<file path="config.mk">
export PLATFORM = sky130hd
export DESIGN_NAME = csr_access_arbiter
export DESIGN_NICKNAME = d
export VERILOG_FILES = /design/src/rtl/csr_access_arbiter_pkg.sv /design/src/rtl/csr_access_arbiter_picker.sv /design/src/rtl/csr_access_arbiter.sv
export SDC_FILE = /design/constraint.sdc
export NUM_CORES = 1
export LEC_CHECK = 0
export ABC_AREA = 1
export BUFFER_PORTS_ARGS = -buffer_cell sky130_fd_sc_hd__buf_2
export CORE_AREA = 4 4 122 124
export CTS_CLUSTER_DIAMETER = 30
export CTS_CLUSTER_SIZE = 14
export DETAILED_ROUTE_END_ITERATION = 16
export DIE_AREA = 0 0 126 128
export PLACE_DENSITY = 0.79
export SYNTH_ARGS = -nofsm -noshare
export SYNTH_HDL_FRONTEND = slang
export SYNTH_SLANG_ARGS = --single-unit
</file>
<file path="constraint.sdc">
create_clock -name clk_i -period 3.28 [get_ports clk_i]
set_input_delay 0.328 -clock clk_i [delete_from_list [all_inputs] [get_ports clk_i]]
set_output_delay 0.328 -clock clk_i [all_outputs]
set_load 0.01 [all_outputs]
</file>
<file path="src/rtl/csr_access_arbiter_pkg.sv">
// Shared types and constants for the CSR access arbiter and its requesters.
package cei_mochila_pkg;

  // Widest address/data the bus structs carry; arbiter instances may use fewer bits.
  localparam int unsigned CSR_AW_MAX = 32;
  localparam int unsigned CSR_DW_MAX = 32;

  // Read data returned on an error or timed-out access.
  localparam logic [CSR_DW_MAX-1:0] ERR_WORD = 32'hBADCAB1E;

  // Default number of unanswered valid cycles before an access is aborted.
  localparam int unsigned CSR_ARB_TIMEOUT = 16;

  typedef enum logic [1:0] {
    CsrArbIdle   = 2'd0,
    CsrArbAccess = 2'd1,
    CsrArbResp   = 2'd2
  } csr_arb_state_e;

  typedef struct packed {
    logic                    req;
    logic                    we;
    logic [CSR_DW_MAX/8-1:0] be;
    logic [CSR_AW_MAX-1:0]   addr;
    logic [CSR_DW_MAX-1:0]   wdata;
  } obi_req_t;

  typedef struct packed {
    logic                  gnt;
    logic                  rvalid;
    logic [CSR_DW_MAX-1:0] rdata;
  } obi_resp_t;

  typedef struct packed {
    logic                    valid;
    logic                    write;
    logic [CSR_AW_MAX-1:0]   addr;
    logic [CSR_DW_MAX-1:0]   wdata;
    logic [CSR_DW_MAX/8-1:0] wstrb;
  } reg_req_t;

  typedef struct packed {
    logic                  ready;
    logic                  error;
    logic [CSR_DW_MAX-1:0] rdata;
  } reg_rsp_t;

endpackage

</file>
<file path="src/rtl/csr_access_arbiter_picker.sv">
// Round-robin picker: first requester at or after the pointer, scanning circularly.
module csr_rr_picker #(
  parameter int unsigned N = 2,
  localparam int unsigned IW = (N > 1) ? $clog2(N) : 1
) (
  input  logic [N-1:0]  req_i,
  input  logic [IW-1:0] rr_i,
  output logic [N-1:0]  gnt_o,
  output logic [IW-1:0] idx_o
);

  logic          found;
  logic [IW-1:0] cand;

  // Scan N candidates starting at rr_i; the first one requesting wins.
  always_comb begin
    gnt_o = '0;
    idx_o = '0;
    found = 1'b0;
    cand  = '0;
    for (int unsigned k = 0; k < N; k++) begin
      cand = IW'((32'(rr_i) + k) % N);
      if (!found && req_i[cand]) begin
        found       = 1'b1;
        gnt_o[cand] = 1'b1;
        idx_o       = cand;
      end
    end
  end

endmodule

</file>
<file path="src/rtl/csr_access_arbiter.sv">
// Arbitrates NPORTS OBI requesters onto a single register port: round-robin,
// one access in flight, bounded wait for the CSR block, error accounting.
module csr_access_arbiter
  import cei_mochila_pkg::*;
#(
  parameter int unsigned NPORTS  = 2,
  parameter int unsigned AW      = 32,
  parameter int unsigned DW      = 32,
  parameter int unsigned TIMEOUT = CSR_ARB_TIMEOUT,
  parameter int unsigned ERRW    = 8
) (
  input  logic                   clk_i,
  input  logic                   rst_ni,
  input  obi_req_t  [NPORTS-1:0] obi_req_i,
  output obi_resp_t [NPORTS-1:0] obi_resp_o,
  output reg_req_t               reg_req_o,
  input  reg_rsp_t               reg_rsp_i,
  output logic                   busy_o,
  output logic                   err_pulse_o,
  output logic [ERRW-1:0]        err_cnt_o
);

  localparam int unsigned IW = (NPORTS > 1) ? $clog2(NPORTS) : 1;
  localparam int unsigned BW = DW / 8;
  // Zero-width counters are illegal, so a disabled timeout keeps one unused bit.
  localparam int unsigned TW = (TIMEOUT > 0) ? $clog2(TIMEOUT + 1) : 1;
  localparam logic [TW-1:0] ToLast  = TW'(TIMEOUT - 1);
  localparam logic [DW-1:0] ErrData = ERR_WORD[DW-1:0];

  localparam logic [1:0] StIdle   = CsrArbIdle;
  localparam logic [1:0] StAccess = CsrArbAccess;
  localparam logic [1:0] StResp   = CsrArbResp;

  logic [1:0]      state_q, state_d;
  logic [IW-1:0]   rr_q, rr_d;
  logic [IW-1:0]   idx_q, idx_d;
  logic            we_q, we_d;
  logic [BW-1:0]   be_q, be_d;
  logic [AW-1:0]   addr_q, addr_d;
  logic [DW-1:0]   wdata_q, wdata_d;
  logic [DW-1:0]   rdata_q, rdata_d;
  logic            err_q, err_d;
  logic [TW-1:0]   to_cnt_q, to_cnt_d;
  logic [ERRW-1:0] err_cnt_q, err_cnt_d;

  logic [NPORTS-1:0] req_vec;
  logic [NPORTS-1:0] pick_gnt;
  logic [IW-1:0]     pick_idx;
  logic [ERRW-1:0]   err_cnt_inc;

  // Collect the request bits for the picker.
  always_comb begin
    req_vec = '0;
    for (int unsigned i = 0; i < NPORTS; i++) begin
      req_vec[i] = obi_req_i[i].req;
    end
  end

  csr_rr_picker #(
    .N (NPORTS)
  ) u_picker (
    .req_i (req_vec),
    .rr_i  (rr_q),
    .gnt_o (pick_gnt),
    .idx_o (pick_idx)
  );

  assign err_cnt_inc = (&err_cnt_q) ? err_cnt_q : err_cnt_q + 1'b1;

  // Next-state logic: accept in IDLE, wait for ready or timeout in ACCESS, reply in RESP.
  always_comb begin
    state_d   = state_q;
    rr_d      = rr_q;
    idx_d     = idx_q;
    we_d      = we_q;
    be_d      = be_q;
    addr_d    = addr_q;
    wdata_d   = wdata_q;
    rdata_d   = rdata_q;
    err_d     = err_q;
    to_cnt_d  = to_cnt_q;
    err_cnt_d = err_cnt_q;
    case (state_q)
      StIdle: begin
        if (|req_vec) begin
          state_d  = StAccess;
          idx_d    = pick_idx;
          we_d     = obi_req_i[pick_idx].we;
          be_d     = obi_req_i[pick_idx].be[BW-1:0];
          addr_d   = obi_req_i[pick_idx].addr[AW-1:0];
          wdata_d  = obi_req_i[pick_idx].wdata[DW-1:0];
          to_cnt_d = '0;
        end
      end
      StAccess: begin
        // ready is checked first so it wins over a coincident timeout.
        if (reg_rsp_i.ready) begin
          state_d = StResp;
          err_d   = reg_rsp_i.error;
          rdata_d = reg_rsp_i.error ? ErrData : reg_rsp_i.rdata[DW-1:0];
          if (reg_rsp_i.error) begin
            err_cnt_d = err_cnt_inc;
          end
        end else if ((TIMEOUT != 0) && (to_cnt_q == ToLast)) begin
          state_d   = StResp;
          err_d     = 1'b1;
          rdata_d   = ErrData;
          err_cnt_d = err_cnt_inc;
        end else begin
          to_cnt_d = to_cnt_q + 1'b1;
        end
      end
      StResp: begin
        state_d = StIdle;
        rr_d    = (idx_q == IW'(NPORTS - 1)) ? '0 : idx_q + 1'b1;
      end
      default: state_d = StIdle;
    endcase
  end

  // State registers with synchronous active-low reset.
  always_ff @(posedge clk_i) begin
    if (!rst_ni) begin
      state_q   <= StIdle;
      rr_q      <= '0;
      idx_q     <= '0;
      we_q      <= 1'b0;
      be_q      <= '0;
      addr_q    <= '0;
      wdata_q   <= '0;
      rdata_q   <= '0;
      err_q     <= 1'b0;
      to_cnt_q  <= '0;
      err_cnt_q <= '0;
    end else begin
      state_q   <= state_d;
      rr_q      <= rr_d;
      idx_q     <= idx_d;
      we_q      <= we_d;
      be_q      <= be_d;
      addr_q    <= addr_d;
      wdata_q   <= wdata_d;
      rdata_q   <= rdata_d;
      err_q     <= err_d;
      to_cnt_q  <= to_cnt_d;
      err_cnt_q <= err_cnt_d;
    end
  end

  // Requester-side outputs: grant only while idle (and out of reset), reply only to the owner.
  always_comb begin
    obi_resp_o = '0;
    for (int unsigned i = 0; i < NPORTS; i++) begin
      obi_resp_o[i].gnt = (state_q == StIdle) && rst_ni && pick_gnt[i];
      if ((state_q == StResp) && (idx_q == IW'(i))) begin
        obi_resp_o[i].rvalid          = 1'b1;
        obi_resp_o[i].rdata[DW-1:0] = rdata_q;
      end
    end
  end

  // Register-port outputs driven from the latched request.
  always_comb begin
    reg_req_o               = '0;
    reg_req_o.valid         = (state_q == StAccess);
    reg_req_o.write         = we_q;
    reg_req_o.addr[AW-1:0]  = addr_q;
    reg_req_o.wdata[DW-1:0] = wdata_q;
    reg_req_o.wstrb[BW-1:0] = be_q;
  end

  assign busy_o      = (state_q != StIdle);
  assign err_pulse_o = (state_q == StResp) && err_q;
  assign err_cnt_o   = err_cnt_q;

endmodule

</file>
==> flow_metrics.py, run 1 <==
metrics = {
    "route": {
        "detailedRoute.firstIterationViolations": 291,
        "post_drt_via_cell_ratio": 4.80,
        "dr_wl_met2_mm": 8.74,
        "totalWireLength_mm": 17.7,
        "drt_pass1_iterations": 4,
        "num_vias": 6064,
        "wirelength_met1_mm": 6.78,
        "highest-signal-layer": "met4",
        "drt.antenna.violating_nets": 0,
        "avgRoutedWirePerCell_um": 14.0,
        "detail_route.drc_violations": 0,
        "wl_met3_mm": 1.66,
    },
    "floorplanning": {
        "die_width_um": 126,
        "area_of_the_core_um2": 13800,
        "number_of_primary_i_o_pins": 324,
        "rows": 43,
        "floorplan.die.height_um": 128,
        "start_util_pct": 39.0,
        "total_die_area_um2": 16100,
    },
    "critical_path": {
        "arrival_ps": 2510,
        "critPathLaunchType": "flop",
        "worst_ep_required_time_ps": 3550,
        "endpoint_kind": "flop",
        "worstSetupPathType": "reg2reg",
        "worst-path-max-fanout": 33,
    },
    "cells_and_area": {
        "drive_above_1_share_pct": 34.9,
        "area_delta_synth_final_pct": 40.1,
        "num-fill-cells": 1366,
        "final_common_cell": "sky130_fd_sc_hd__buf_2",
        "final_cell_mix": "sky130_fd_sc_hd__buf_2, sky130_fd_sc_hd__nor2_1, sky130_fd_sc_hd__o21ai_0",
        "antenna_cell_count": 0,
        "number_of_nets_in_the_layout": 1254,
    },
    "logic_synthesis": {
        "postSynthNetCount": 955,
        "synth_area_per_cell_um2": 6.92,
        "yosysWarnings": 0,
        "synth_seq_area_share_pct": 44.4,
        "syn-instance-count": 776,
        "synth_cell_area_um2": 5370,
        "postSynthRegisterBits": 119,
        "synth_cell_type_count": 28,
    },
    "power": {
        "cellLeakagePower_uw": 0.00361,
        "vdd_drop_max_v": 0.000277,
        "power_per_cell_area_nw_per_um2": 522,
    },
    "job": {
        "count_of_maximum_capacitance_violations": 0,
    },
    "clocking": {
        "clockRootBuffer": "sky130_fd_sc_hd__clkbuf_16",
        "cts_post_setup_buffers_inserted": 0,
        "ctsHtreeMaxLevel": 4,
        "cts_tree": "yes",
        "cts.reportedPaths.clkPinSlew_ps": 50,
        "insertion_delay_ps": 400,
        "clock_path_buffers": 2,
        "cts_hold_buffers": 0,
        "cts_resized": 0,
        "cts_buffers": 17,
        "clock_sinks": 119,
    },
    "sta": {
        "period_minus_slack_ps": 2250,
        "timing.clock.skew_ps": 7.00,
        "finalHoldViolations": 0,
        "setup_tns_ps": 0,
        "fin_hold_ws_ps": 168,
        "post-route-period-util_pct": 68.5,
        "tightest_slew_ps": 1060,
        "grt_setup_unrepaired": "false",
        "count_of_pins_over_their_slew_limit": 0,
        "post-route-worst-setup-slack_ps": 1030,
        "max_slew_headroom_at_the_worst_pin_pct": 29.0,
        "fmax_ghz": 0.445,
        "report.final.setup_viol": 0,
    },
    "place": {
        "detailedPlacementHpwl_mm": 13.1,
        "dp_worst_setup_slack_ps": 996,
        "placement.io_buffers": 323,
        "gpl.final_weighted_congestion": 0.813,
    },
    "global_route": {
        "global_route_wire_length_before_repair_mm": 27.6,
        "grt_pass1_vias": 5529,
        "antenna_violations_before_repair": 0,
        "grt_start_max_net_pins": 72,
        "gr-usage-all-layers_pct": 21.1,
        "globalRoute.totalOverflow": 0,
    },
    "hold_path": {
        "worst_hold_path_type": "in2reg",
    },
    "run_status": {
        "outcome": "finished clean",
    },
}
==> metrics by stage <==
step,area [um2],power (uW),std cells,utilization [%]
2_1_floorplan,5370,1960,776,-
3_3_place_gp,6970,2220,1236,50.6
3_5_place_dp,6970,2230,1236,50.6
4_1_cts,7520,3960,1264,54.6
5_1_grt,7520,4090,1264,54.6
6_report,7520,3920,1264,54.6
==> final timing paths <==
kind / to / slack (ps) / depth (start not counted) / from
worst max-delay path: rdata_q[0] / 1030 / 9 / to_cnt_q[0]
worst max register to register: rdata_q[0] / 1030 / 9 / to_cnt_q[0]
worst min-delay path: addr_q[29] / 170 / 3 / obi_req_i[61]
worst min register to register: wdata_q[20] / 450 / 2 / wdata_q[20]
==> metal layers <==
layer | vias to the layer above | track usage [%]
met4 | 0 | 9.09
li1 | 3083 | -
met5 | - | 0
met2 | 276 | 36.5
met1 | 2669 | 24.1
met3 | 36 | 6.50
==> final cells by class <==
| class | instances | area (um2) | area share, % |
|---|---|---|---|
| Multi-Input combinational cell | 546 | 2460 | 32.8 |
| Sequential cell | 119 | 2380 | 31.7 |
| Timing Repair Buffer | 331 | 1680 | 22.3 |
| Clock buffer | 24 | 502 | 6.67 |
| Inverter | 60 | 225 | 3.00 |
| Tap cell | 180 | 225 | 3.00 |
| Clock inverter | 4 | 45.0 | 0.599 |
==> worst max-delay path, stage by stage (launching register included) <==
cell and delay [ps]:
sky130_fd_sc_hd__dfxtp_1 360, sky130_fd_sc_hd__ha_1 180, sky130_fd_sc_hd__nand2_1 70, sky130_fd_sc_hd__nor2_1 90, sky130_fd_sc_hd__ha_1 140, sky130_fd_sc_hd__inv_1 40
sky130_fd_sc_hd__nand2_1 180, sky130_fd_sc_hd__nand2_1 680, sky130_fd_sc_hd__nand3_1 270, sky130_fd_sc_hd__o21ai_0 110
==> cell families after synthesis <==
kind of cell	Yosys count	share of synthesized area [%]
xor+xnor	1	0.163
fa+ha+maj	3	0.699
flops	119	44.4
buf+inv	111	9.74
compound gates	193	18.4
simple gates	349	26.6
==> flip-flops by register name, summed over array words and instances, names as in the netlist <==
name,flops
addr_q,32
be_q,4
err_cnt_o,8
err_q,1
idx_q,1
rdata_q,32
rr_q,1
state_q,2
to_cnt_q,5
wdata_q,32
we_q,1
==> cell usage after synthesis (all sizes together) <==
cell,instances,share of area (%)
clkbuf,12,0.84
inv,59,4.1
nand4,2,0.23
nand3,42,4.2
nor2,180,13
a21oi,11,1.0
o21ai,181,17
xor2,1,0.16
buf,39,4.7
nand3b,1,0.14
a211oi,1,0.14
and3,1,0.12
nand2,123,8.7
ha,3,0.70
dfxtp,119,44
clkinv,1,0.070
==> power breakdown <==
| group | leakage, uW | internal [uW] | switching, uW |
|---|---|---|---|
| Combinational | 0.00236 | 226 | 345 |
| Sequential | 0.000977 | 1570 | 59.3 |
| Clock | 0.000274 | 1120 | 606 |
| Total | 0.00361 | 2910 | 1010 |
Power figures use the tool's default switching activity.
==> inputs of run 2 (changes only) <==
- CORE_AREA: 4 4 122 124 -> unset
- CORE_MARGIN: unset -> 4
- CORE_UTILIZATION: unset -> 39
- DIE_AREA: 0 0 126 128 -> unset
- PLACE_DENSITY: 0.79 -> 0.82
- clock period: 3.28 -> 1.8 ns (I/O delays scaled with it)
==> run 2 against run 1 <==
  * Final area rose by 4.0%
  * Non-clock buffer count grew 8
  * Flip-flop and latch count is the same
  * Clock-buffer cell count shrank 1
  * Largest cell class unchanged
  * Highest routed layer is now met5
==> flow_metrics.py, run 2 (synthesis results as in run 1) <==
metrics = {
    "run_status": {
        "outcome": "finished clean",
    },
    "floorplanning": {
        "die_width_um": 125,
        "start_util_pct": 40.2,
        "number_of_primary_i_o_pins": 324,
        "floorplan.die.height_um": 125,
        "area_of_the_core_um2": 13300,
        "rows": 42,
        "total_die_area_um2": 15700,
    },
    "critical_path": {
        "worst-path-max-fanout": 8,
        "endpoint_kind": "output pin",
        "critical-path-max-stage-delay_ps": 360,
        "worstSetupPathType": "reg2out",
        "cpMaxStageDelayCell": "sky130_fd_sc_hd__dfxtp_4",
        "timing.critical_path.max_delay_family": "buffers and inverters",
        "arrival_ps": 1590,
        "cell_by_cell_listing_of_the_critical_path": "inv_2 > nor2_4 > inv_2 > nor2_4 > buf_12 > clkinv_8 > nor2_1 > buf_2",
        "critPathLaunchType": "flop",
        "cp.buffers_inverters": 5,
        "worst_ep_required_time_ps": 1620,
    },
    "route": {
        "post_drt_via_cell_ratio": 4.85,
        "detailedRoute.firstIterationViolations": 392,
        "avgRoutedWirePerCell_um": 14.6,
        "drt.antenna.violating_nets": 0,
        "drt_pass1_iterations": 6,
        "totalWireLength_mm": 18.5,
        "detail_route.drc_violations": 0,
        "num_vias": 6169,
    },
    "global_route": {
        "grt_start_max_net_pins": 73,
        "global_route_wire_length_before_repair_mm": 28.4,
        "gr-usage-all-layers_pct": 22.3,
        "globalRoute.totalOverflow": 0,
        "antenna_violations_before_repair": 1,
        "grt_pass1_vias": 5713,
    },
    "cells_and_area": {
        "area_delta_synth_final_pct": 45.6,
        "layout.cells.non_filler": 1273,
        "final_cell_mix": "sky130_fd_sc_hd__buf_2, sky130_fd_sc_hd__nor2_1, sky130_fd_sc_hd__o21ai_0",
        "final_common_cell": "sky130_fd_sc_hd__buf_2",
        "antenna_cell_count": 0,
        "drive_above_1_share_pct": 36.4,
        "largest_registers": "addr_q x32, rdata_q x32, wdata_q x32",
        "finish.utilization_pct": 58.6,
        "number_of_nets_in_the_layout": 1264,
    },
    "place": {
        "dp_worst_setup_slack_ps": 30.0,
        "placedCellCount": 1238,
        "gpl.final_weighted_congestion": 0.881,
        "placement.io_buffers": 323,
        "detailedPlacementHpwl_mm": 13.6,
    },
    "clocking": {
        "cts_tree": "yes",
        "insertion_delay_ps": 410,
        "clockRootBuffer": "sky130_fd_sc_hd__clkbuf_16",
        "clock_sinks": 119,
        "clock_path_buffers": 2,
        "cts_buffers": 17,
        "ctsHtreeMaxLevel": 4,
        "cts.reportedPaths.clkPinSlew_ps": 50,
    },
    "sta": {
        "report.final.setup_viol": 0,
        "fin_hold_ws_ps": 20.0,
        "fmax_ghz": 0.567,
        "tightest_slew_ps": 467,
        "finalHoldViolations": 0,
        "grt_setup_unrepaired": "true",
        "count_of_pins_over_their_slew_limit": 0,
        "timing.clock.skew_ps": 7.21,
        "post-route-worst-setup-slack_ps": 34.9,
        "max_slew_headroom_at_the_worst_pin_pct": 68.9,
        "post-route-period-util_pct": 98.1,
        "period_minus_slack_ps": 1770,
    },
    "power": {
        "vdd_drop_max_v": 0.000814,
        "cellLeakagePower_uw": 0.00371,
        "power_per_cell_area_nw_per_um2": 971,
    },
    "job": {
        "count_of_maximum_capacitance_violations": 0,
    },
    "hold_path": {
        "worst_hold_path_type": "in2reg",
    },
}
## run 2: routing by layer
metal  GRT usage, %  vias to the layer above  part of all wire, %
li1               -                     3109                    -
met1           24.7                     2753                   38
met2           39.0                      273                   51
met3           7.59                       32                  8.2
met4           9.31                        2                  2.4
met5              0                        -                0.070
## run 2: worst min-delay path, delay by kind of cell
family / cells / cell delay [ps]
and+or+nand+nor: 1 / 30
buffers and inverters: 1 / 70
AOI/OAI and AO/OA: 1 / 100
## run 2: power by group
group	internal (uW)	switching [uW]
clock	2380	1150
sequential	2850	113
combinational	444	654
## run 2: path summary, 6_finish.rpt
| path | startpoint | to | slack, ps | cells past startpoint |
|---|---|---|---|---|
| worst max-delay path | state_q[1] | obi_resp_o[27] | 30 | 8 |
| worst min-delay path | obi_req_i[41] | addr_q[9] | 20 | 3 |
| worst max register to register | to_cnt_q[0] | rdata_q[6] | 170 | 10 |
| worst min register to register | to_cnt_q[0] | to_cnt_q[0] | 450 | 1 |
## run 2: area by class of cell
cell class / count / area (um2)
well taps: 176 / 220
repair buffers: 339 / 1810
inverters: 60 / 243
flip-flops and latches: 119 / 2390
repair inverters: 2 / 17.5
fillers: 1239 / 5530
clock buffers: 23 / 468
multi-input cells: 546 / 2530
clock inverters: 8 / 146
## run 2: what timing repair did
action / 4_1_cts / 5_1_grt
gates resized for setup: 9 / 18
endpoints found under the hold margin: 0 / 0
endpoints found under the setup margin: 65 / 108
gates cloned: 0 / 2
setup buffers: 0 / 2
pin swaps: 0 / 1
hold buffers: 0 / 0
## run 2: stage by stage
stage | area [um2] | power [uW] | TNS (ps)
floorplan | 5370 | 3580 | 0
global placement | 7060 | 4070 | 0
detailed placement | 7060 | 4090 | 0
CTS | 7710 | 7630 | 0
global route | 7820 | 7910 | -264
finish | 7820 | 7590 | 0
